$ cat src/rtl/ctrl_seq_pkg.sv
// Shared definitions for the ctrl_seq instruction sequencer: FSM state
// encoding, instruction-type codes, the halt opcode and a one-hot helper.
package ctrl_seq_pkg;

    typedef enum logic [2:0] {
        ST_IDLE   = 3'd0,
        ST_FETCH  = 3'd1,
        ST_DECODE = 3'd2,
        ST_EXEC   = 3'd3,
        ST_HALT   = 3'd4
    } state_e;

    // Instruction types reported by the decoder on dec_type.
    // Type 0 is a jump; all other types advance pc by one.
    localparam logic [1:0] TYPE_JUMP = 2'b00;
    localparam logic [1:0] TYPE_OP1  = 2'b01;
    localparam logic [1:0] TYPE_OP2  = 2'b10;
    localparam logic [1:0] TYPE_OP3  = 2'b11;

    // Fetched instruction that stops the sequencer instead of executing.
    localparam logic [7:0] HALT_OPCODE = 8'hFF;

    // One-hot execute strobe for an instruction type.
    function automatic logic [3:0] type_onehot(input logic [1:0] t);
        logic [3:0] oh;
        oh = 4'b0000;
        oh[t] = 1'b1;
        return oh;
    endfunction

endpackage

$ cat src/rtl/ex_watchdog.sv
// Execute-phase watchdog. The count is cleared as the sequencer enters
// EXEC and advances once per EXEC cycle without ex_done. 'expired' fires
// combinationally on the tick that would bring the count to LIMIT, so the
// sequencer can leave EXEC on exactly the LIMIT-th idle cycle; a cycle
// that carries ex_done never ticks, so completion always wins.
module ex_watchdog #(
    parameter int LIMIT = 255
) (
    input  logic clk,
    input  logic rst_n,
    input  logic clear,
    input  logic tick,
    output logic expired
);

    localparam int CNT_W = (LIMIT < 2) ? 1 : $clog2(LIMIT + 1);
    localparam logic [CNT_W-1:0] LAST_IDLE = CNT_W'(LIMIT - 1);
    localparam logic [CNT_W-1:0] CNT_MAX   = CNT_W'(LIMIT);

    logic [CNT_W-1:0] cnt_q;
    logic [CNT_W-1:0] cnt_d;

    assign expired = tick && !clear && (cnt_q == LAST_IDLE);

    // Next count: clear wins, otherwise count idle EXEC cycles up to LIMIT.
    always_comb begin
        cnt_d = cnt_q;
        if (clear) begin
            cnt_d = '0;
        end else if (tick && (cnt_q != CNT_MAX)) begin
            cnt_d = cnt_q + CNT_W'(1);
        end
    end

    // Count register, cleared asynchronously by reset.
    always_ff @(posedge clk or negedge rst_n) begin
        if (!rst_n) begin
            cnt_q <= '0;
        end else begin
            cnt_q <= cnt_d;
        end
    end

endmodule

$ cat src/rtl/ctrl_seq.sv
// Fetch / decode / execute sequencer. Fetches an 8-bit instruction at pc,
// hands it to an external decoder, strobes the matching execute unit and
// advances pc (or jumps) when that unit reports done. An all-ones opcode or
// an execute timeout parks the block in HALT until reset.
//
// Handshakes: imem_req holds with a stable imem_addr until a cycle with
// imem_ack, whose imem_data is captured on that same edge. dec_en holds for
// the whole DECODE state; dec_ready is only honoured from its second cycle,
// giving the decoder one cycle to see the new dec_inst. ex_go is a one-cycle
// strobe on the first EXEC cycle; ex_done is accepted on any EXEC cycle,
// including that first one. Acks/dones outside their state are ignored.
module ctrl_seq
    import ctrl_seq_pkg::*;
#(
    parameter int PC_W       = 8,
    parameter int EX_TIMEOUT = 255
) (
    input  logic            clk,
    input  logic            rst_n,
    input  logic            run,
    output logic            imem_req,
    output logic [PC_W-1:0] imem_addr,
    input  logic            imem_ack,
    input  logic [7:0]      imem_data,
    output logic            dec_en,
    output logic [7:0]      dec_inst,
    input  logic            dec_ready,
    input  logic [1:0]      dec_type,
    input  logic [5:0]      dec_addr,
    output logic [3:0]      ex_go,
    input  logic            ex_done,
    output logic [PC_W-1:0] pc,
    output logic            halted,
    output logic            err
);

    state_e          state_q, state_d;
    logic [PC_W-1:0] pc_q, pc_d;
    logic [7:0]      inst_q, inst_d;
    logic [1:0]      type_q, type_d;
    logic [5:0]      addr_q, addr_d;
    logic            dec_seen_q, dec_seen_d;
    logic [3:0]      ex_go_q, ex_go_d;
    logic            err_q, err_d;

    logic            wd_clear;
    logic            wd_tick;
    logic            wd_expired;

    ex_watchdog #(
        .LIMIT (EX_TIMEOUT)
    ) u_ex_watchdog (
        .clk     (clk),
        .rst_n   (rst_n),
        .clear   (wd_clear),
        .tick    (wd_tick),
        .expired (wd_expired)
    );

    // Next-state logic: state transitions, instruction capture and pc update.
    always_comb begin
        state_d    = state_q;
        pc_d       = pc_q;
        inst_d     = inst_q;
        type_d     = type_q;
        addr_d     = addr_q;
        dec_seen_d = 1'b0;
        ex_go_d    = 4'b0000;
        err_d      = err_q;
        wd_clear   = 1'b0;
        wd_tick    = 1'b0;

        case (state_q)
            ST_IDLE: begin
                if (run) begin
                    state_d = ST_FETCH;
                end
            end

            ST_FETCH: begin
                if (imem_ack) begin
                    inst_d  = imem_data;
                    state_d = ST_DECODE;
                end
            end

            ST_DECODE: begin
                // Marks that the first DECODE cycle has passed.
                dec_seen_d = 1'b1;
                if (dec_seen_q && dec_ready) begin
                    if (inst_q == HALT_OPCODE) begin
                        state_d = ST_HALT;
                    end else begin
                        // Decoder fields are captured here so EXEC does not
                        // depend on the decoder holding them.
                        type_d   = dec_type;
                        addr_d   = dec_addr;
                        ex_go_d  = type_onehot(dec_type);
                        wd_clear = 1'b1;
                        state_d  = ST_EXEC;
                    end
                end
            end

            ST_EXEC: begin
                if (ex_done) begin
                    if (type_q == TYPE_JUMP) begin
                        pc_d = PC_W'(addr_q);
                    end else begin
                        // Natural wrap at 2^PC_W, no flag.
                        pc_d = pc_q + PC_W'(1);
                    end
                    state_d = ST_FETCH;
                end else begin
                    wd_tick = 1'b1;
                    if (wd_expired) begin
                        err_d   = 1'b1;
                        state_d = ST_HALT;
                    end
                end
            end

            ST_HALT: begin
                state_d = ST_HALT;
            end

            default: begin
                state_d = ST_IDLE;
            end
        endcase
    end

    // State and datapath registers; reset drops everything to IDLE / zero.
    always_ff @(posedge clk or negedge rst_n) begin
        if (!rst_n) begin
            state_q    <= ST_IDLE;
            pc_q       <= '0;
            inst_q     <= 8'h00;
            type_q     <= 2'b00;
            addr_q     <= 6'h00;
            dec_seen_q <= 1'b0;
            ex_go_q    <= 4'b0000;
            err_q      <= 1'b0;
        end else begin
            state_q    <= state_d;
            pc_q       <= pc_d;
            inst_q     <= inst_d;
            type_q     <= type_d;
            addr_q     <= addr_d;
            dec_seen_q <= dec_seen_d;
            ex_go_q    <= ex_go_d;
            err_q      <= err_d;
        end
    end

    // Request outputs decode directly from the state register, so reset
    // (state IDLE) and HALT both hold them at zero.
    assign imem_req  = (state_q == ST_FETCH);
    assign imem_addr = pc_q;
    assign dec_en    = (state_q == ST_DECODE);
    assign dec_inst  = inst_q;
    assign ex_go     = ex_go_q;
    assign pc        = pc_q;
    assign halted    = (state_q == ST_HALT);
    assign err       = err_q;

endmodule

$ cat config.mk
export PLATFORM = sky130hd
export DESIGN_NAME = ctrl_seq
export DESIGN_NICKNAME = d
export VERILOG_FILES = /design/src/rtl/ctrl_seq_pkg.sv /design/src/rtl/ex_watchdog.sv /design/src/rtl/ctrl_seq.sv
export SDC_FILE = /design/constraint.sdc
export NUM_CORES = 1
export LEC_CHECK = 0
export BUFFER_PORTS_ARGS = -buffer_cell sky130_fd_sc_hd__buf_2
export CAP_MARGIN = 20
export CORE_MARGIN = 3
export CORE_UTILIZATION = 56
export DETAILED_ROUTE_END_ITERATION = 7
export GPL_ROUTABILITY_DRIVEN = 0
export GPL_TIMING_DRIVEN = 0
export PLACE_DENSITY = 0.84
export SLEW_MARGIN = 15
export SYNTH_ARGS = -nofsm -noshare
export SYNTH_HDL_FRONTEND = slang
export SYNTH_SLANG_ARGS = --single-unit
$ cat constraint.sdc
create_clock -name clk -period 4.15 [get_ports clk]
set_input_delay 0.6225 -clock clk [delete_from_list [all_inputs] [get_ports clk]]
set_output_delay 0.6225 -clock clk [all_outputs]
set_load 0.03 [all_outputs]
; After elaboration in Yosys (flattened, before gate mapping)
; Cells that the tools add are included.
[classes]
bitwise_logic = 2
muxes = 21
order_cmp = 2
eq_ne = 11
n_reduce_logical = 14
n_addsub = 2
[op_table]
columns = operator, count
row1 = $mux 8, 3
row2 = $mux 3, 6
row3 = $add 8x1->8 const B, 2
row4 = $eq 8x8->1 const B, 2
row5 = $pmux 3 s5, 1
row6 = $mux 4, 3
row7 = $ne 8x8->1 const B, 1
row8 = $mux 1, 7
row9 = $eq 3x2->1 const B, 2
row10 = $reduce_and 3->1, 2
row11 = $logic_and 1x1->1, 5
row12 = $ne 2x1->1 const B, 2
row13 = $reduce_and 2->1, 2
row14 = $reduce_and 4->1, 1
row15 = $eq 3x1->1 const B, 1
row16 = $eq 3x3->1 const B, 1
row17 = $logic_not 3->1, 1
row18 = $lt 2x3->1 const B, 1
row19 = $ne 3x2->1 const B, 1
row20 = $demux 1 s2, 1
row21 = $ge 2x1->1 const B, 1
row22 = $logic_not 2->1, 1
row23 = $ne 2x2->1 const B, 1
row24 = $not 1->1, 2
row25 = other kinds (2), 2
[totals]
wordCells = 61
inputBits = 22
output_inout_bits = 32
ff_bits = 41

; Depth between registers and ports, before layout
; Gate-level depths: netlist of run 1.
[logic_depth]
ltp_word = 10
mapped_depth = 6
depth_no_buf = 6

; Cells and area by module
; From an unflattened synthesis of run 1, not the netlist that was laid out.
[unflattened]
hier_cells = 195
hier_area_um2 = 2097.0
[by_module_without_submodules]
columns = module, n_inst, cells_per_inst, area_each_um2, seq_area_each_um2
row1 = ctrl_seq, 1, 142, 1606.5, 825.8
row2 = ex_watchdog, 1, 53, 490.5, 200.2

; Worst setup path before layout of run 1
; No wires, ideal clock.
[synth_path]
path_kind = flip-flop to flip-flop
from = reg state_q[1]
to = reg addr_q[0]
path_slack_ns = 2.134
setup_ns = 0.125
path_stages_with_launch = 6
required_time_ns = 4.025
arrival_time_ns = 1.892
path_cell_list = dfrtp_1 buf_2 nor3b_2 o2111a_1 buf_2 mux2_2
[synth_via]
elab_chain_len = 2
[synth_rtl]
columns = item, line
row1 = "start, declared", ctrl_seq.sv:37  ; state_e state_q, state_d;
row2 = "start signal, assigned", ctrl_seq.sv:145  ; state_q <= state_d;
row3 = $eq 3x2->1, n/a
row4 = via dec_en, ctrl_seq.sv:25  ; output logic dec_en,
row5 = $reduce_and 3->1 (no line), n/a
row6 = "end signal, assigned", ctrl_seq.sv:149  ; addr_q <= addr_d;
row7 = "end, declared", ctrl_seq.sv:41  ; logic [5:0] addr_q, addr_d;
; The timed path passes the listed nets, and every way through them passes these cells.
; A chain may end at the register's enable or synchronous reset.

; Final worst setup path of run 1
[layout_path]
from = reg state_q[1]
to = out dec_en
[layout_via]
elab_chain_len = 1
[layout_rtl]
columns = item, line
row1 = $eq 3x2->1, ctrl_seq.sv:160  ; assign dec_en = (state_q == ST_DECODE);
row2 = "end, declared", ctrl_seq.sv:25
; No other way between the ends.

==> results_dict.tcl, run 1 <==
set metrics [dict create \
    post_cts_buffers 0 \
    critPathArrivalTime_ns 1.53 \
    via_per_inst 5.66 \
    cts_sinks 41 \
    grt_antenna_before_repair 0 \
    ys.flop_type "dfrtp_1" \
    endpoint_kind "output pin" \
    syn2layout_area_growth_pct 19.6 \
    ys_warn_count 0 \
    grt_pass1_vias 1555 \
    ys_seq_area_share_pct 51.2 \
    row_count 21 \
    fmax_ghz 0.465 \
    layoutNonFillerInstCount 290 \
    fin_setup_tns_ns 0 \
    io_pins 54 \
    ff2ff_path_depth 5 \
    dr.pass1.iters 4 \
    fin_crit_ns 2.15 \
    nFillCells 275 \
    tightest_slew_ns 0.876 \
    numCtsBuffers 5 \
    ir_drop_mv 0.463 \
    cpPeakStageDelay_ns 0.37 \
    required_ns 3.53 \
    wirelength_mm 4.01 \
    finalSetupViolCount 0 \
    fp.coreArea_sq_um 3390 \
    slew_headroom_pct 41.6 \
    grt_busiest_layer "met2" \
    grt_pass1_wl_mm 6.96 \
    status "finished, final reports clean" \
    r2r-start "state_q[1]" \
    cts_buffer_depth 2 \
    drv_slew 0 \
    grt_max_degree 42 \
    worst_setup_path_start_kind "flop" \
    rsz0062_at_grt "false" \
    yosys_register_bits 41 \
    cts_repair_resize_count 0 \
    insertion_delay_ns 0.35 \
    clockRootBuffer "clkbuf_4" \
    drc 0 \
    cp_slowest_cell "nor3b_2" \
    gr-total-overflow 0 \
    holdBufCountCts 0 \
    final_cell_mix "57 x buf_2, 41 x dfrtp_1, 18 x mux2_2" \
    dp_cells 282 \
    r2r_setup_slack_ns 2.22 \
    wl_per_cell_um 13.8 \
    path_common_cell "buf_2" \
    crit_chain "buf_2 > nor3b_2 > buf_2" \
    tritoncts "done" \
    dieArea_sq_um 4330 \
    fin_nets 268 \
    place_hpwl_mm 2.89 \
    vias 1640 \
    drv_cap 0 \
    initial_utilization_pct 59.1 \
    met1_usage_pct 27.5 \
    synthArstFlopShare_pct 100 \
    yosys.cell_types.count 44 \
    dieHeight_um 65.8 \
    fin_skew_ns 0.0124 \
    pre_cts_ws_ns 2.18 \
    final_common_cell "buf_2" \
    grtUsageTotal_pct 20.8 \
    clk_pin_slew_ns 0.12 \
    crit_path_max_fanout 10 \
    dieWidth_um 65.8 \
    hold_ws_ns 0.375 \
    portBuffers 53 \
    timing.final.crit_share_pct 51.8 \
    p_per_area_nw_per_um2 749 \
    use_met3_pct 6.63 \
    final_layout_size_suffix_gt1_share_pct 39.3 \
    syn_area_sq_um 2000 \
    hold_class "in -> async" \
    p_leak_nw 1.16 \
    fin_ws_ns 2.00 \
    h-tree-depth 2 \
    diodes 0 \
    grt_use_met2_pct 32.7 \
    synthCells 183 \
    drt_iter0_drc 90 \
    syn_area_per_cell_sq_um 10.9 \
    synth-edff-count 0 \
    postRouteAntennaNets 0 \
    path_class "reg -> out" \
    reg2reg_to "type_q[0]" \
    syn-num-nets 208 \
    hold_viol_final 0 \
]
==> worst max-delay path by stage <==
stage                from                endpoint  slack [ns]
5_1_grt        state_q[1]                  dec_en        1.91
3_3_place_gp      ex_done  u_ex_watchdog.cnt_q[7]        2.23
6_report       state_q[1]                  dec_en        2.00
2_1_floorplan  state_q[1]               addr_q[0]        2.13
4_1_cts        state_q[1]                  dec_en        2.00
3_5_place_dp      ex_done  u_ex_watchdog.cnt_q[7]        2.18
==> final cells by class <==
class / instances / area [sq um] / share of cell area, %
Tap cell: 46 / 57.6 / 2.40
Sequential cell: 41 / 1030 / 42.8
Clock buffer: 7 / 65.1 / 2.72
Inverter: 2 / 7.51 / 0.313
Multi-Input combinational cell: 125 / 875 / 36.5
Clock inverter: 1 / 5.00 / 0.209
Buffer: 15 / 95.1 / 3.97
Timing Repair Buffer: 53 / 265 / 11.1
==> synth_stat cells, types with 4 or more instances <==
library cell   n  area share (%)
nand2_1       11             2.1
dfrtp_1       41              51
nor2_1        15             2.8
a21oi_1        9             2.2
mux2_2        18              10
o21ai_0       11             2.7
buf_4          9             3.4
and3_1         4             1.2
nand3_1        6             1.5
nand4_1        5             1.6
buf_2          4             1.0
==> layer usage <==
layer  wire (um)  part of all wire [%]
met1        1770                    44
met2        1890                    47
met3         300                   7.5
met4          45                   1.1
met5           0                     0
==> kinds of logic (layout without fill, tap and decap cells) <==
logic type      after synthesis  count (layout)  synth area share (%)
simple gates                 58              58                  15.9
compound gates               41              41                  13.6
flops                        41              41                  51.2
mux                          19              19                  10.6
buf+inv                      17              78                  5.12
xor+xnor                      4               4                  1.75
fa+ha+maj                     3               3                  1.87
==> registers in the layout, summed over array words and instances (netlist names), 2 cells and up <==
signal and flops:
dec_inst 8, imem_addr 8, u_ex_watchdog.cnt_q 8, addr_q 6, ex_go 4, state_q 3, type_q 2
==> critical path: cells and delay by family (launching register included) <==
| family | cells | cell delay (ns) |
|---|---|---|
| and+or+nand+nor | 1 | 0.37 |
| buffers and inverters | 2 | 0.47 |
| DFF | 1 | 0.35 |
==> where the power goes <==
group / internal (W) / switching, W
combinational: 0.000353 / 0.000511
clock: 0.0000983 / 0.000124
sequential: 0.000548 / 0.000159
==> stage by stage <==
stage / area (sq um) / power [W] / util [%]
6_report: 2400 / 0.00179 / 70.7
3_5_place_dp: 2330 / 0.00158 / 68.6
2_1_floorplan: 2000 / 0.00134 / -
4_1_cts: 2400 / 0.00180 / 70.7
5_1_grt: 2400 / 0.00193 / 70.7
3_3_place_gp: 2330 / 0.00155 / 68.6
Power figures use the tool's default switching activity.
==> inputs of run 2 (changes only) <==
--- a/config.mk
+++ b/config.mk
@@ -5,14 +5,15 @@
 export SDC_FILE = /design/constraint.sdc
 export NUM_CORES = 1
 export LEC_CHECK = 0
+export ABC_AREA = 1
 export BUFFER_PORTS_ARGS = -buffer_cell sky130_fd_sc_hd__buf_2
 export CAP_MARGIN = 20
 export CORE_MARGIN = 3
-export CORE_UTILIZATION = 56
+export CORE_UTILIZATION = 53
 export DETAILED_ROUTE_END_ITERATION = 7
 export GPL_ROUTABILITY_DRIVEN = 0
 export GPL_TIMING_DRIVEN = 0
-export PLACE_DENSITY = 0.84
+export PLACE_DENSITY = 0.79
 export SLEW_MARGIN = 15
 export SYNTH_ARGS = -nofsm -noshare
 export SYNTH_HDL_FRONTEND = slang
==> constraint.sdc (replaced) <==
create_clock -name clk -period 2.1 [get_ports clk]
set_input_delay 0.315 -clock clk [delete_from_list [all_inputs] [get_ports clk]]
set_output_delay 0.315 -clock clk [all_outputs]
set_load 0.03 [all_outputs]
==> results_dict.tcl, run 2 <==
set metrics [dict create \
    path_class "reg -> out" \
    yosys.cell_types.count 27 \
    use_met3_pct 5.47 \
    slew_headroom_pct 39.7 \
    syn_area_per_cell_sq_um 7.50 \
    place_hpwl_mm 3.38 \
    p_leak_nw 1.51 \
    reg2reg_to "imem_addr[5]" \
    postRouteAntennaNets 0 \
    r2r-start "type_q[1]" \
    p_switching_w 0.00162 \
    hold_class "in -> async" \
    ys_top_cells_by_count "96 x nand2_1, 41 x dfrtp_1, 36 x inv_1" \
    met1_usage_pct 24.7 \
    post_cts_buffers 0 \
    cts_repair_resize_count 0 \
    place_area_sq_um 2520 \
    r2r_setup_slack_ns 0.53 \
    timing.final.crit_share_pct 86.4 \
    initial_utilization_pct 57.6 \
    synthArstFlopShare_pct 100 \
    diodes 0 \
    wl_per_cell_um 11.3 \
    ys_seq_area_share_pct 46.5 \
    tightest_slew_ns 0.904 \
    netlist.area_leader.share_pct 46.5 \
    vias 1981 \
    wirelength_mm 4.55 \
    insertion_delay_ns 0.29 \
    switching_share_pct 46.0 \
    fin_ws_ns 0.286 \
    portBuffers 52 \
    h-tree-depth 2 \
    drt_iter0_drc 138 \
    finalSetupViolCount 0 \
    required_ns 1.78 \
    worst_setup_path_start_kind "flop" \
    drc 0 \
    dr.pass1.iters 4 \
    drv_cap 0 \
    grtUsageTotal_pct 20.0 \
    row_count 22 \
    final_layout_size_suffix_gt1_share_pct 24.6 \
    final_common_cell "nand2_1" \
    final_cell_mix "96 x nand2_1, 52 x buf_2, 41 x dfrtp_1" \
    power.share.sequential_pct 37.1 \
    synthCells 294 \
    fmax_ghz 0.551 \
    p_int_w 0.00190 \
    yosys-top-cells-area "dfrtp_1 47%, nand2_1 16%, nand3_1 7.9%" \
    cts_buffer_depth 2 \
    fin_skew_ns 0.00414 \
    grt_pass1_vias 1900 \
    syn2layout_area_growth_pct 19.1 \
    dieArea_sq_um 4970 \
    ys.flop_type "dfrtp_1" \
    fp.coreArea_sq_um 3830 \
    yosys.area.top_type "dfrtp_1" \
    numCtsBuffers 5 \
    status "finished, final reports clean" \
    ys_warn_count 0 \
    fin_nets 378 \
    grt_use_met2_pct 34.2 \
    cts_sinks 41 \
    grt_pass1_wl_mm 8.13 \
    grt_antenna_before_repair 0 \
    hold_ws_ns 0.136 \
    hold_viol_final 0 \
    grt_max_degree 42 \
    clockRootBuffer "clkbuf_8" \
    pre_cts_ws_ns 0.548 \
    io_pins 54 \
    crit_path_max_fanout 10 \
    critPathArrivalTime_ns 1.50 \
    p_per_area_nw_per_um2 1340 \
    syn-num-nets 319 \
    syn_area_sq_um 2200 \
    dieHeight_um 70.5 \
    dieWidth_um 70.5 \
    synth-edff-count 0 \
    synth_most_common_cell "nand2_1" \
    rsz0062_at_grt "false" \
    holdBufCountCts 0 \
    fin_setup_tns_ns 0 \
    yosys_register_bits 41 \
    via_per_inst 4.93 \
    fin_crit_ns 1.81 \
    endpoint_kind "output pin" \
    tritoncts "done" \
    clkPwrFrac_pct 15.9 \
    ff2ff_path_depth 6 \
    drv_slew 0 \
    grt_busiest_layer "met2" \
    fin_util_pct 68.6 \
    fin_area_sq_um 2630 \
    gr-total-overflow 0 \
    ir_drop_mv 0.875 \
    comb_power_share_pct 47.1 \
    clk_pin_slew_ns 0.08 \
]
## run 2: how the worst max path moves through the flow
stage / from / end / slack [ns] / depth (start not counted)
2_1_floorplan: state_q[1] / halted / 0.55 / 2
3_3_place_gp: type_q[1] / imem_addr[5] / 0.55 / 6
3_5_place_dp: type_q[1] / imem_addr[5] / 0.55 / 6
4_1_cts: state_q[0] / imem_req / 0.28 / 5
5_1_grt: state_q[0] / imem_req / 0.18 / 5
6_report: state_q[0] / imem_req / 0.29 / 5
## run 2: worst max-delay path, stage by stage (launching register included)
cell,delay [ns]
dfrtp_1,0.46
inv_1,0.06
nor2_1,0.16
inv_2,0.07
nor2_4,0.20
buf_2,0.24
## run 2: layer usage
| metal | share of wire (%) | vias up | wire length, um |
|---|---|---|---|
| met1 | 44 | 890 | 2000 |
| met2 | 48 | 53 | 2200 |
| li1 | - | 1029 | - |
| met3 | 6.3 | 9 | 286 |
| met4 | 1.3 | 0 | 57 |
| met5 | 0 | - | 0 |
## run 2: power by group through the flow
stage          registers (W)  logic (W)  clock network, W
2_1_floorplan        0.00152    0.00102                 0
3_3_place_gp         0.00130    0.00163                 0
3_5_place_dp         0.00132    0.00167                 0
4_1_cts              0.00131    0.00167          0.000578
5_1_grt              0.00136    0.00186          0.000616
6_report             0.00131    0.00166          0.000559
## run 2: cells by family (layout without fill, tap and decap cells)
group           Yosys count  count (layout)  share of synthesized area (%)
flops                    41              41                           46.5
xor+xnor                  1               1                          0.397
compound gates           20              20                           4.94
buf+inv                  52             112                           11.1
simple gates            177             177                           35.4
fa+ha+maj                 3               3                           1.70
## run 2: cell type report
class | count | area [sq um]
fillers | 326 | 1200
flip-flops and latches | 41 | 1030
multi-input cells | 201 | 935
repair buffers | 52 | 260
inverters | 40 | 150
clock buffers | 7 | 96.3
plain buffers | 12 | 93.8
well taps | 48 | 60.1
clock inverters | 1 | 5.00
## run 2: per-stage QoR
| step | total power, W | cells |
|---|---|---|
| floorplan | 0.00254 | 294 |
| global placement | 0.00294 | 394 |
| detailed placement | 0.00298 | 394 |
| CTS | 0.00355 | 402 |
| global route | 0.00384 | 402 |
| finish | 0.00353 | 402 |
